## config.mk

```make
export PLATFORM = sky130hd
export DESIGN_NAME = combo_lock_ctrl
export DESIGN_NICKNAME = d
export VERILOG_FILES = /design/src/rtl/combo_lock_ctrl.sv
export SDC_FILE = /design/constraint.sdc
export NUM_CORES = 1
export LEC_CHECK = 0
export CAP_MARGIN = 20
export CORE_MARGIN = 2
export CORE_UTILIZATION = 56
export DETAILED_ROUTE_END_ITERATION = 8
export MAX_ROUTING_LAYER = met4
export PLACE_DENSITY = 0.87
export SLEW_MARGIN = 20
export SYNTH_ARGS = -nofsm -noshare
export SYNTH_HDL_FRONTEND = slang
export SYNTH_SLANG_ARGS = --single-unit
```

## constraint.sdc

```tcl
create_clock -name clk5 -period 3.4 [get_ports clk5]
set_input_delay 0.68 -clock clk5 [delete_from_list [all_inputs] [get_ports clk5]]
set_output_delay 0.68 -clock clk5 [all_outputs]
set_load 0.01 [all_outputs]
```

## src/rtl/combo_lock_ctrl.sv

```systemverilog
// Four-button combination lock controller: collects four digits, opens on a match,
// counts consecutive failures and enforces a lockout period after MAX_FAIL misses.
module combo_lock_ctrl #(
  parameter logic [7:0]  CODE         = 8'hE4,
  parameter int unsigned OPEN_CYC     = 25_000_000,
  parameter int unsigned LOCKOUT_CYC  = 50_000_000,
  parameter int unsigned ENTRY_TO_CYC = 25_000_000,
  parameter int unsigned MAX_FAIL     = 3
) (
  input  logic       clk5,
  input  logic       reset,
  input  logic [3:0] btn_pulse,
  input  logic       lock_req,
  output logic       unlocked,
  output logic       lockout,
  output logic [2:0] digit_cnt,
  output logic [2:0] fail_cnt,
  output logic       err_pulse
);

  localparam int unsigned TimerW = 26;

  localparam logic [TimerW-1:0] OpenLast  = TimerW'(OPEN_CYC - 1);
  localparam logic [TimerW-1:0] LockLast  = TimerW'(LOCKOUT_CYC - 1);
  localparam logic [TimerW-1:0] EntryLast = TimerW'(ENTRY_TO_CYC - 1);
  localparam logic [2:0]        MaxFail   = 3'(MAX_FAIL);

  localparam logic [1:0] S_IDLE    = 2'd0;
  localparam logic [1:0] S_ENTRY   = 2'd1;
  localparam logic [1:0] S_OPEN    = 2'd2;
  localparam logic [1:0] S_LOCKOUT = 2'd3;

  logic [1:0]        state_q, state_d;
  logic [TimerW-1:0] timer_q, timer_d;
  logic              mis_q, mis_d;
  logic [2:0]        digit_q, digit_d;
  logic [2:0]        fail_q, fail_d;
  logic              err_q, err_d;
  logic              unlocked_q, unlocked_d;
  logic              lockout_q, lockout_d;

  logic       press;
  logic       onehot;
  logic [1:0] btn_idx;
  logic [1:0] code_digit;
  logic       digit_bad;
  logic [2:0] fail_inc;

  assign press  = |btn_pulse;
  assign onehot = $onehot(btn_pulse);

  always_comb begin
    btn_idx = 2'd0;
    case (btn_pulse)
      4'b0010: btn_idx = 2'd1;
      4'b0100: btn_idx = 2'd2;
      4'b1000: btn_idx = 2'd3;
      default: btn_idx = 2'd0;
    endcase
  end

  // digit_cnt is always 0 in IDLE, so it doubles as the position of the incoming digit.
  assign code_digit = 2'(CODE >> {digit_q[1:0], 1'b0});
  assign digit_bad  = !onehot || (btn_idx != code_digit);
  assign fail_inc   = fail_q + 3'd1;

  always_comb begin
    state_d = state_q;
    timer_d = timer_q + 1'b1;
    mis_d   = mis_q;
    digit_d = digit_q;
    fail_d  = fail_q;
    err_d   = 1'b0;

    case (state_q)
      S_IDLE: begin
        if (press) begin
          state_d = S_ENTRY;
          digit_d = 3'd1;
          mis_d   = digit_bad;
        end
      end

      S_ENTRY: begin
        if (press) begin
          timer_d = '0;
          if (digit_q == 3'd3) begin
            digit_d = 3'd0;
            mis_d   = 1'b0;
            if (mis_q || digit_bad) begin
              err_d   = 1'b1;
              fail_d  = fail_inc;
              state_d = (fail_inc == MaxFail) ? S_LOCKOUT : S_IDLE;
            end else begin
              fail_d  = 3'd0;
              state_d = S_OPEN;
            end
          end else begin
            digit_d = digit_q + 3'd1;
            mis_d   = mis_q || digit_bad;
          end
        end else if (timer_q == EntryLast) begin
          // Abandoned entry: discard silently without counting a failure.
          state_d = S_IDLE;
          digit_d = 3'd0;
          mis_d   = 1'b0;
        end
      end

      S_OPEN: begin
        if (lock_req || (timer_q == OpenLast)) begin
          state_d = S_IDLE;
        end
      end

      S_LOCKOUT: begin
        if (timer_q == LockLast) begin
          state_d = S_IDLE;
          fail_d  = 3'd0;
        end
      end

      default: begin
        state_d = S_IDLE;
        digit_d = 3'd0;
        mis_d   = 1'b0;
      end
    endcase

    if (state_d != state_q) begin
      timer_d = '0;
    end
  end

  assign unlocked_d = (state_d == S_OPEN);
  assign lockout_d  = (state_d == S_LOCKOUT);

  always_ff @(posedge clk5 or posedge reset) begin
    if (reset) begin
      state_q    <= S_IDLE;
      timer_q    <= '0;
      mis_q      <= 1'b0;
      digit_q    <= 3'd0;
      fail_q     <= 3'd0;
      err_q      <= 1'b0;
      unlocked_q <= 1'b0;
      lockout_q  <= 1'b0;
    end else begin
      state_q    <= state_d;
      timer_q    <= timer_d;
      mis_q      <= mis_d;
      digit_q    <= digit_d;
      fail_q     <= fail_d;
      err_q      <= err_d;
      unlocked_q <= unlocked_d;
      lockout_q  <= lockout_d;
    end
  end

  assign unlocked  = unlocked_q;
  assign lockout   = lockout_q;
  assign digit_cnt = digit_q;
  assign fail_cnt  = fail_q;
  assign err_pulse = err_q;

endmodule

```

==> results.yml, run 1 <==
drt:
  first_pass_iters: 5
  dr.first_iter.drc_count: 107
  wirelength_um: 4740
  vias_per_cell: 6.20
  wl_per_cell_um: 15.8
  vias: 1859
  drc_errors: 0
  ant_nets: 0
power_and_ir_drop:
  p_total_w: 0.00108
  cellPowerDensity_nw_per_um2: 412
  ir_drop_mv: 0.348
  p_leak_nw: 1.11
clock_tree:
  ctsLongestPathBuffers: 2
  htreeDepth: 2
  cts_tree: "yes"
  clkSinkCount: 38
  cts_resized: 0
  hold_buffers: 0
  clk_pin_slew_ns: 0.08
  insertion_delay_ns: 0.29
  postCtsSetupRepairBufs: 0
  cts-root-buf: "clkbuf_8"
  cts_buffers: 5
logic_synthesis:
  ys_top_cells_by_count: "dfrtp_1, nor3_1, xor2_1"
  synth.top_cell.area_share_pct: 42.1
  synth_edf_count: 0
  synth.most_common_cell: "dfrtp_1"
  yosys_warnings: 0
  syn_inst: 230
  syn_nets: 246
  synth_area_leaders: "dfrtp_1, nor3_1, xor2_1"
  synth_seq_cells: 38
  ys_seq_area_share_pct: 42.1
  synth_top_area_cell: "dfrtp_1"
  ys.flop_type: "dfrtp_1"
  async_flop_share_pct: 100
  yosysUniqueCellTypes: 59
  netlist_area_um2: 2260
  syn_avg_cell_area_um2: 9.82
grt:
  grt_pass1_vias: 1819
  gr-usage-all-layers_pct: 23.9
  grt_pass1_wl_um: 8040
  antenna_found_initial: 0
  grt_max_degree: 23
  grt-ovfl-total: 0
floorplan:
  core_area_um2: 3940
  start_util_pct: 57.3
  die_h_um: 67.5
  die_x_um: 67.5
  io_pins: 16
  die_area_um2: 4560
  rows: 23
sta:
  final-hold-violation-count: 0
  finalClockSkew_ns: 0.00943
  finalMaxSlewViolations: 0
  max-slew-margin-rel_pct: 58.9
  tns_ns: 0
  fin_crit_ns: 3.08
  tightest_slew_ns: 0.615
  finalCritPeriodShare_pct: 90.7
  setup-violations-final: 0
  rsz0062_at_grt: "false"
  max_freq_ghz: 0.324
setup_path:
  critPathKind: "in -> reg"
  critPathLaunch: "btn_pulse[0]"
  crit_arrival_ns: 3.26
  startpoint_type: "input port"
  r2r_start: "timer_q[7]"
  critPathMaxFanout: 6
  cp-end-kind: "flop"
  critPathRequiredTime_ns: 3.58
min_path:
  worstHoldPathType: "reg -> reg"
  holdCritStartpoint: "timer_q[0]"
place:
  port_buffers: 15
  hpwl_um: 3370
  place.gp.congestion: 0.916
finish:
  drive_gt1_share_pct: 12.0
  multi_input_area_um2: 1210
  finalNetCount: 265
  antennaDiodeCount: 0
  register_area_um2: 951
  fill_cells: 325
  layout-area-overhead-vs-synth_pct: 16.0
flow_run:
  drv_cap: 0
run_status:
  status: "complete, no violations"
[cell type report]
type,instances,area share [%]
clock buffer,6,3.15
multi-input combinational,170,46.1
sequential,38,36.3
clock inverter,2,2.29
tap,50,2.39
timing repair buffer,21,7.93
inverter,13,1.86
[critical path, cell delays in order]
cell	delay [ns]
clkdlybuf4s50_1	0.45
inv_1	0.08
fa_1	0.53
inv_1	0.05
ha_1	0.17
ha_1	0.26
nor2_1	0.13
o2111ai_1	0.17
nor3_2	0.33
nor3_1	0.12
a211o_1	0.28
[layout by cell type, fill, tap and decap left out, types with 3 or more instances in the layout]
cell type / count
a21oi_1: 3
nor2_1: 5
clkdlybuf4s50_1: 15
and3_1: 6
nand3_1: 11
nor3b_1: 5
nor3_1: 34
inv_1: 13
clkbuf_8: 6
dfrtp_1: 38
nand2b_1: 3
nand2_1: 8
xnor2_1: 10
xor2_1: 15
nand4_1: 11
ha_1: 8
nor4_1: 3
buf_4: 5
[power breakdown]
part / internal [W] / total (W) / leakage [nW] / switching (W)
logic: 0.0000433 / 0.0000901 / 0.544 / 0.0000468
clock network: 0.000313 / 0.000474 / 0.0714 / 0.000161
registers: 0.000480 / 0.000514 / 0.497 / 0.0000343
[state kept, by name, indices dropped and copies added, names as in the netlist]
| signal | cells |
|---|---|
| digit_cnt | 3 |
| err_pulse | 1 |
| fail_cnt | 3 |
| lockout | 1 |
| mis_q | 1 |
| state_q | 2 |
| timer_q | 26 |
| unlocked | 1 |
[kinds of logic after synthesis]
family	Yosys count	share of synthesized area [%]
buf+inv	22	4.43
mux	1	0.499
compound gates	26	8.75
fa+ha+maj	9	5.32
xor+xnor	25	9.70
flops	38	42.1
simple gates	109	29.2
[final timing paths]
kind	cells after the start	slack [ns]	endpoint
setup / recovery	11	0.32	fail_cnt[2]
hold / removal	1	0.47	timer_q[0]
setup reg to reg	6	0.99	timer_q[7]
hold reg to reg	1	0.47	timer_q[0]
max in group asynchronous	3	1.91	timer_q[21]
min in group asynchronous	2	0.76	timer_q[2]
[through the flow]
step | std cells | hold WS [ns] | util (%) | setup slack (ns) | cell area (um^2)
after floorplan | 230 | 0.435 | - | 0.671 | 2260
after global placement | 292 | 0.452 | 62.8 | 0.104 | 2480
after detailed placement | 292 | 0.466 | 62.8 | 0.0318 | 2480
after CTS | 300 | 0.475 | 66.5 | 0.324 | 2620
after global routing | 300 | 0.524 | 66.5 | 0.146 | 2620
final | 300 | 0.467 | 66.5 | 0.316 | 2620
[layer usage]
layer | track usage (%) | part of all wire, %
met1 | 31.1 | 44
met2 | 36.4 | 49
met3 | 5.83 | 4.7
met4 | 8.42 | 1.7
met5 | - | 0
(Power assumes the default switching activity.)
==> run 2: changes to the inputs <==
- REMOVE_ABC_BUFFERS: not set -> 1
==> run 2 against run 1 <==
Effect of this change:
- die area unchanged
- highest routed layer unchanged
- first-iteration DRC count is 10% higher
- non-clock buffer count rose by 1
- largest cell class unchanged
- largest power group unchanged
==> results.yml, run 2 (synthesized netlist as in run 1, its figures left out) <==
min_path:
  worstHoldPathType: "reg -> reg"
  holdCritStartpoint: "timer_q[0]"
  min_path_cells: 1
  hold_end: "timer_q[0]"
grt:
  grt_max_degree: 24
  gr-usage-all-layers_pct: 23.6
  grt_pass1_wl_um: 7730
  grt_pass1_vias: 1691
  grt-ovfl-total: 0
  antenna_found_initial: 0
power_and_ir_drop:
  p_sw_w: 0.000246
  swShare_pct: 24.9
  p_leak_nw: 1.09
  p_int_w: 0.000741
  power_frac_seq_pct: 52.0
  cellPowerDensity_nw_per_um2: 382
  ir_drop_mv: 0.301
  share_comb_of_total_power_pct: 9.0
  p_clk_share_pct: 39.0
run_status:
  status: "complete, no violations"
sta:
  tns_ns: 0
  tightest_slew_ns: 0.600
  max-slew-margin-rel_pct: 59.6
  final-hold-violation-count: 0
  setup_ws_ns: 0.317
  max_freq_ghz: 0.324
  fin_crit_ns: 3.08
  rsz0062_at_grt: "false"
  setup-violations-final: 0
  finalMaxSlewViolations: 0
  hold_slack_ns: 0.470
  finalClockSkew_ns: 0.0108
  finalCritPeriodShare_pct: 90.7
clock_tree:
  cts_buffers: 5
  insertion_delay_ns: 0.30
  cts-root-buf: "clkbuf_8"
  clkSinkCount: 38
  cts_tree: "yes"
  hold_buffers: 0
  cts_resized: 0
  clk_pin_slew_ns: 0.08
  postCtsSetupRepairBufs: 0
  ctsLongestPathBuffers: 2
  htreeDepth: 2
finish:
  layout-area-overhead-vs-synth_pct: 14.5
  antennaDiodeCount: 0
  finalNonFillerCells: 301
  final_common_cell: "dfrtp_1"
  finalNetCount: 266
  largest_register_ff_count: 26
  final_cell_mix: "dfrtp_1, nor3_1, xor2_1, clkdlybuf4s50_1, inv_1"
  regMostFlops: "timer_q"
  drive_gt1_share_pct: 12.4
  fill_cells: 309
floorplan:
  rows: 23
  die_area_um2: 4560
  die_x_um: 67.5
  die_h_um: 67.5
  io_pins: 16
  core_area_um2: 3940
  start_util_pct: 57.3
setup_path:
  worstPathCellList: "clkdlybuf4s50_1, inv_1, fa_1, inv_1, ha_1, ha_1, nor2_1, o2111ai_1, nor3_2, nor3_1, a211o_1"
  critPathMaxFanout: 6
  reg2reg_depth: 6
  critPathKind: "in -> reg"
  crit_arrival_ns: 3.26
  startpoint_type: "input port"
  r2r_start: "timer_q[7]"
  slowest_delay_ns: 0.53
  critPathRequiredTime_ns: 3.58
  cp-end-kind: "flop"
  r2r_end: "timer_q[21]"
  slowest_stage: "fa_1"
  reg2reg_slack_ns: 1.06
place:
  hpwl_um: 3210
  dp.cells: 293
  post-place-ws_ns: 0.0383
  port_buffers: 15
  place.gp.congestion: 0.878
drt:
  drc_errors: 0
  dr.first_iter.drc_count: 118
  first_pass_iters: 4
  wirelength_um: 4530
  vias: 1808
  vias_per_cell: 6.01
  ant_nets: 0
  wl_per_cell_um: 15.0
flow_run:
  drv_cap: 0
run 2: cell types whose count changed in the layout (fill, tap and decap cells not counted), sizes merged:
| cell | previous run | this run |
|---|---|---|
| clkbuf | 6 | 5 |
| bufinv | 2 | 1 |
| buf | 6 | 7 |
| clkinvlp | 0 | 2 |
run 2: critical path, delay by kind of cell:
| family | cells | cell delay [ns] |
|---|---|---|
| fa+ha+maj | 3 | 0.97 |
| simple gates | 3 | 0.58 |
| compound gates | 2 | 0.45 |
| buf+inv | 3 | 0.59 |
run 2: power groups by stage:
| stage | registers [W] | logic [W] | clock network (W) |
|---|---|---|---|
| 5_1_grt | 0.000515 | 0.000101 | 0.000406 |
| 3_5_place_dp | 0.000521 | 0.0000895 | 0 |
| 3_3_place_gp | 0.000520 | 0.0000855 | 0 |
| 2_1_floorplan | 0.000514 | 0.0000635 | 0 |
| 6_report | 0.000513 | 0.0000887 | 0.000386 |
| 4_1_cts | 0.000513 | 0.0000901 | 0.000396 |
run 2: stage by stage:
stage | utilization, % | power, W | area [um^2]
3_5_place_dp | 62.7 | 0.000610 | 2470
6_report | 65.6 | 0.000987 | 2590
4_1_cts | 65.6 | 0.000999 | 2590
3_3_place_gp | 62.7 | 0.000605 | 2470
2_1_floorplan | - | 0.000577 | 2210
5_1_grt | 65.6 | 0.00102 | 2590
run 2: final cells by class:
| type | count | area (um^2) | share of cell area, % |
|---|---|---|---|
| Timing Repair Buffer | 22 | 203 | 7.84 |
| Clock buffer | 5 | 68.8 | 2.66 |
| Sequential cell | 38 | 951 | 36.8 |
| Clock inverter | 3 | 45.0 | 1.74 |
| Multi-Input combinational cell | 170 | 1210 | 46.7 |
| Tap cell | 50 | 62.6 | 2.42 |
| Inverter | 13 | 48.8 | 1.89 |
run 2: how the worst max path moves through the flow:
stage / endpoint / cells after the start / slack [ns] / from
2_1_floorplan: digit_cnt[1] / 5 / 0.66 / timer_q[7]
3_3_place_gp: fail_cnt[0] / 11 / 0.09 / btn_pulse[0]
3_5_place_dp: fail_cnt[0] / 11 / 0.04 / btn_pulse[0]
4_1_cts: fail_cnt[0] / 11 / 0.34 / btn_pulse[0]
5_1_grt: fail_cnt[2] / 11 / 0.13 / btn_pulse[0]
6_report: fail_cnt[2] / 11 / 0.32 / btn_pulse[0]
run 2: routing by layer:
layer	wire length (um)	global-route usage (%)	vias to the layer above
li1	-	-	884
met1	2130	30.5	884
met2	2160	35.2	32
met3	149	5.33	8
met4	89	11.0	0
met5	0	-	-
==> run 3: changes to the inputs <==
- CELL_PAD_IN_SITES_DETAIL_PLACEMENT: not set -> 0
- CELL_PAD_IN_SITES_GLOBAL_PLACEMENT: not set -> 2
- CORE_UTILIZATION: 56 -> 40
- PLACE_DENSITY: 0.87 -> 0.93
==> run 3 against run 2 <==
Effect of this change:
- clock power is essentially flat
- total power rose by 0.24%
- sequential power barely moved
- cell count up 7.3%
- highest routed layer unchanged
==> results.yml, run 3 (synthesized netlist as in run 1, its figures left out) <==
power_and_ir_drop:
  p_clk_share_pct: 39.3
  cellPowerDensity_nw_per_um2: 379
  p_leak_nw: 1.09
  ir_drop_mv: 0.278
  p_total_w: 0.000990
  swShare_pct: 25.1
  p_int_w: 0.000742
  share_comb_of_total_power_pct: 8.9
  p_sw_w: 0.000248
  power_frac_seq_pct: 51.8
grt:
  antenna_found_initial: 0
  grt-ovfl-total: 0
  grt_pass1_vias: 1682
  gr-usage-all-layers_pct: 16.9
  grt_max_degree: 24
  grt_pass1_wl_um: 8070
sta:
  finalMaxSlewViolations: 0
  rsz0062_at_grt: "false"
  final-hold-violation-count: 0
  tns_ns: 0
  finalClockSkew_ns: 0.00504
  tightest_slew_ns: 0.886
  finalCritPeriodShare_pct: 89.1
  setup-violations-final: 0
  max_freq_ghz: 0.330
  max-slew-margin-rel_pct: 40.9
  fin_crit_ns: 3.03
drt:
  wl_per_cell_um: 14.7
  wirelength_um: 4760
  vias: 1796
  first_pass_iters: 4
  ant_nets: 0
  dr.first_iter.drc_count: 98
  vias_per_cell: 5.56
  drc_errors: 0
setup_path:
  startpoint_type: "input port"
  cp-end-kind: "flop"
  reg2reg_slack_ns: 1.03
  critPathMaxFanout: 6
  r2r_start: "timer_q[7]"
  reg2reg_depth: 6
  r2r_end: "timer_q[9]"
  critPathKind: "in -> reg"
  critPathRequiredTime_ns: 3.58
  crit_arrival_ns: 3.21
min_path:
  worstHoldPathType: "reg -> reg"
  min_path_cells: 1
  hold_end: "timer_q[0]"
  holdCritStartpoint: "timer_q[0]"
place:
  port_buffers: 15
  place.gp.congestion: 0.750
  hpwl_um: 3350
floorplan:
  start_util_pct: 41.3
  rows: 27
  io_pins: 16
  die_area_um2: 6260
  core_area_um2: 5470
  die_x_um: 79.1
  die_h_um: 79.1
finish:
  fill_cells: 540
  layout-area-overhead-vs-synth_pct: 15.7
  largest_register_ff_count: 26
  regMostFlops: "timer_q"
  final_cell_mix: "dfrtp_1, nor3_1, xor2_1, clkdlybuf4s50_1, inv_1"
  final_common_cell: "dfrtp_1"
  antennaDiodeCount: 0
  finalNetCount: 266
  drive_gt1_share_pct: 12.4
clock_tree:
  clk_pin_slew_ns: 0.08
  cts_buffers: 5
  clkSinkCount: 38
  ctsLongestPathBuffers: 2
  htreeDepth: 2
  cts_resized: 0
  postCtsSetupRepairBufs: 0
  hold_buffers: 0
  cts-root-buf: "clkbuf_8"
  insertion_delay_ns: 0.29
  cts_tree: "yes"
run_status:
  status: "complete, no violations"
flow_run:
  drv_cap: 0
run 3: cell counts in the layout (fill, tap and decap cells not counted):
Identical to the previous run, type by type.
run 3: critical path: stages:
cell and delay, ns:
clkdlybuf4s50_1 0.46, inv_1 0.08, fa_1 0.54, inv_1 0.05, ha_1 0.17, ha_1 0.26, nor2_1 0.13, o2111ai_1 0.16
nor3_2 0.30, nor2_1 0.11, mux2_2 0.27
run 3: layout make-up:
class	count	area [um^2]	area share [%]
Tap cell	72	90.1	3.45
Inverter	13	48.8	1.87
Sequential cell	38	951	36.4
Multi-Input combinational cell	170	1210	46.2
Clock buffer	5	68.8	2.63
Clock inverter	3	45.0	1.72
Timing Repair Buffer	22	203	7.75
run 3: power by group through the flow:
stage | logic [W] | clock network (W) | registers, W
after floorplan | 0.0000635 | 0 | 0.000514
after global placement | 0.0000871 | 0 | 0.000521
after detailed placement | 0.0000891 | 0 | 0.000521
after CTS | 0.0000901 | 0.000400 | 0.000512
after global routing | 0.000100 | 0.000420 | 0.000517
final | 0.0000883 | 0.000389 | 0.000513
run 3: worst max-delay path by stage:
stage               cells after the start         start            to  slack (ns)
floorplan                               5    timer_q[7]  digit_cnt[1]        0.66
global placement                       11  btn_pulse[0]   fail_cnt[2]        0.08
detailed placement                     11  btn_pulse[0]   fail_cnt[0]        0.06
CTS                                    11  btn_pulse[0]   fail_cnt[0]        0.38
global route                           11  btn_pulse[0]   fail_cnt[0]        0.17
finish                                 11  btn_pulse[0]   fail_cnt[0]        0.37
run 3: metrics by stage:
step           hold WS (ns)  utilization, %  worst slack (ns)  cell area, um^2  instances
5_1_grt               0.510            47.8             0.171             2610        323
3_3_place_gp          0.455            45.7            0.0836             2500        315
4_1_cts               0.477            47.8             0.375             2610        323
3_5_place_dp          0.466            45.7            0.0613             2500        315
2_1_floorplan         0.435               -             0.656             2210        221
6_report              0.477            47.8             0.372             2610        323
run 3: metal layers:
layer	vias to the layer above	wire (um)	GRT usage [%]
met4	0	65	6.38
li1	883	-	-
met3	5	131	3.07
met1	878	2430	23.2
met2	30	2140	24.8
met5	-	0	-
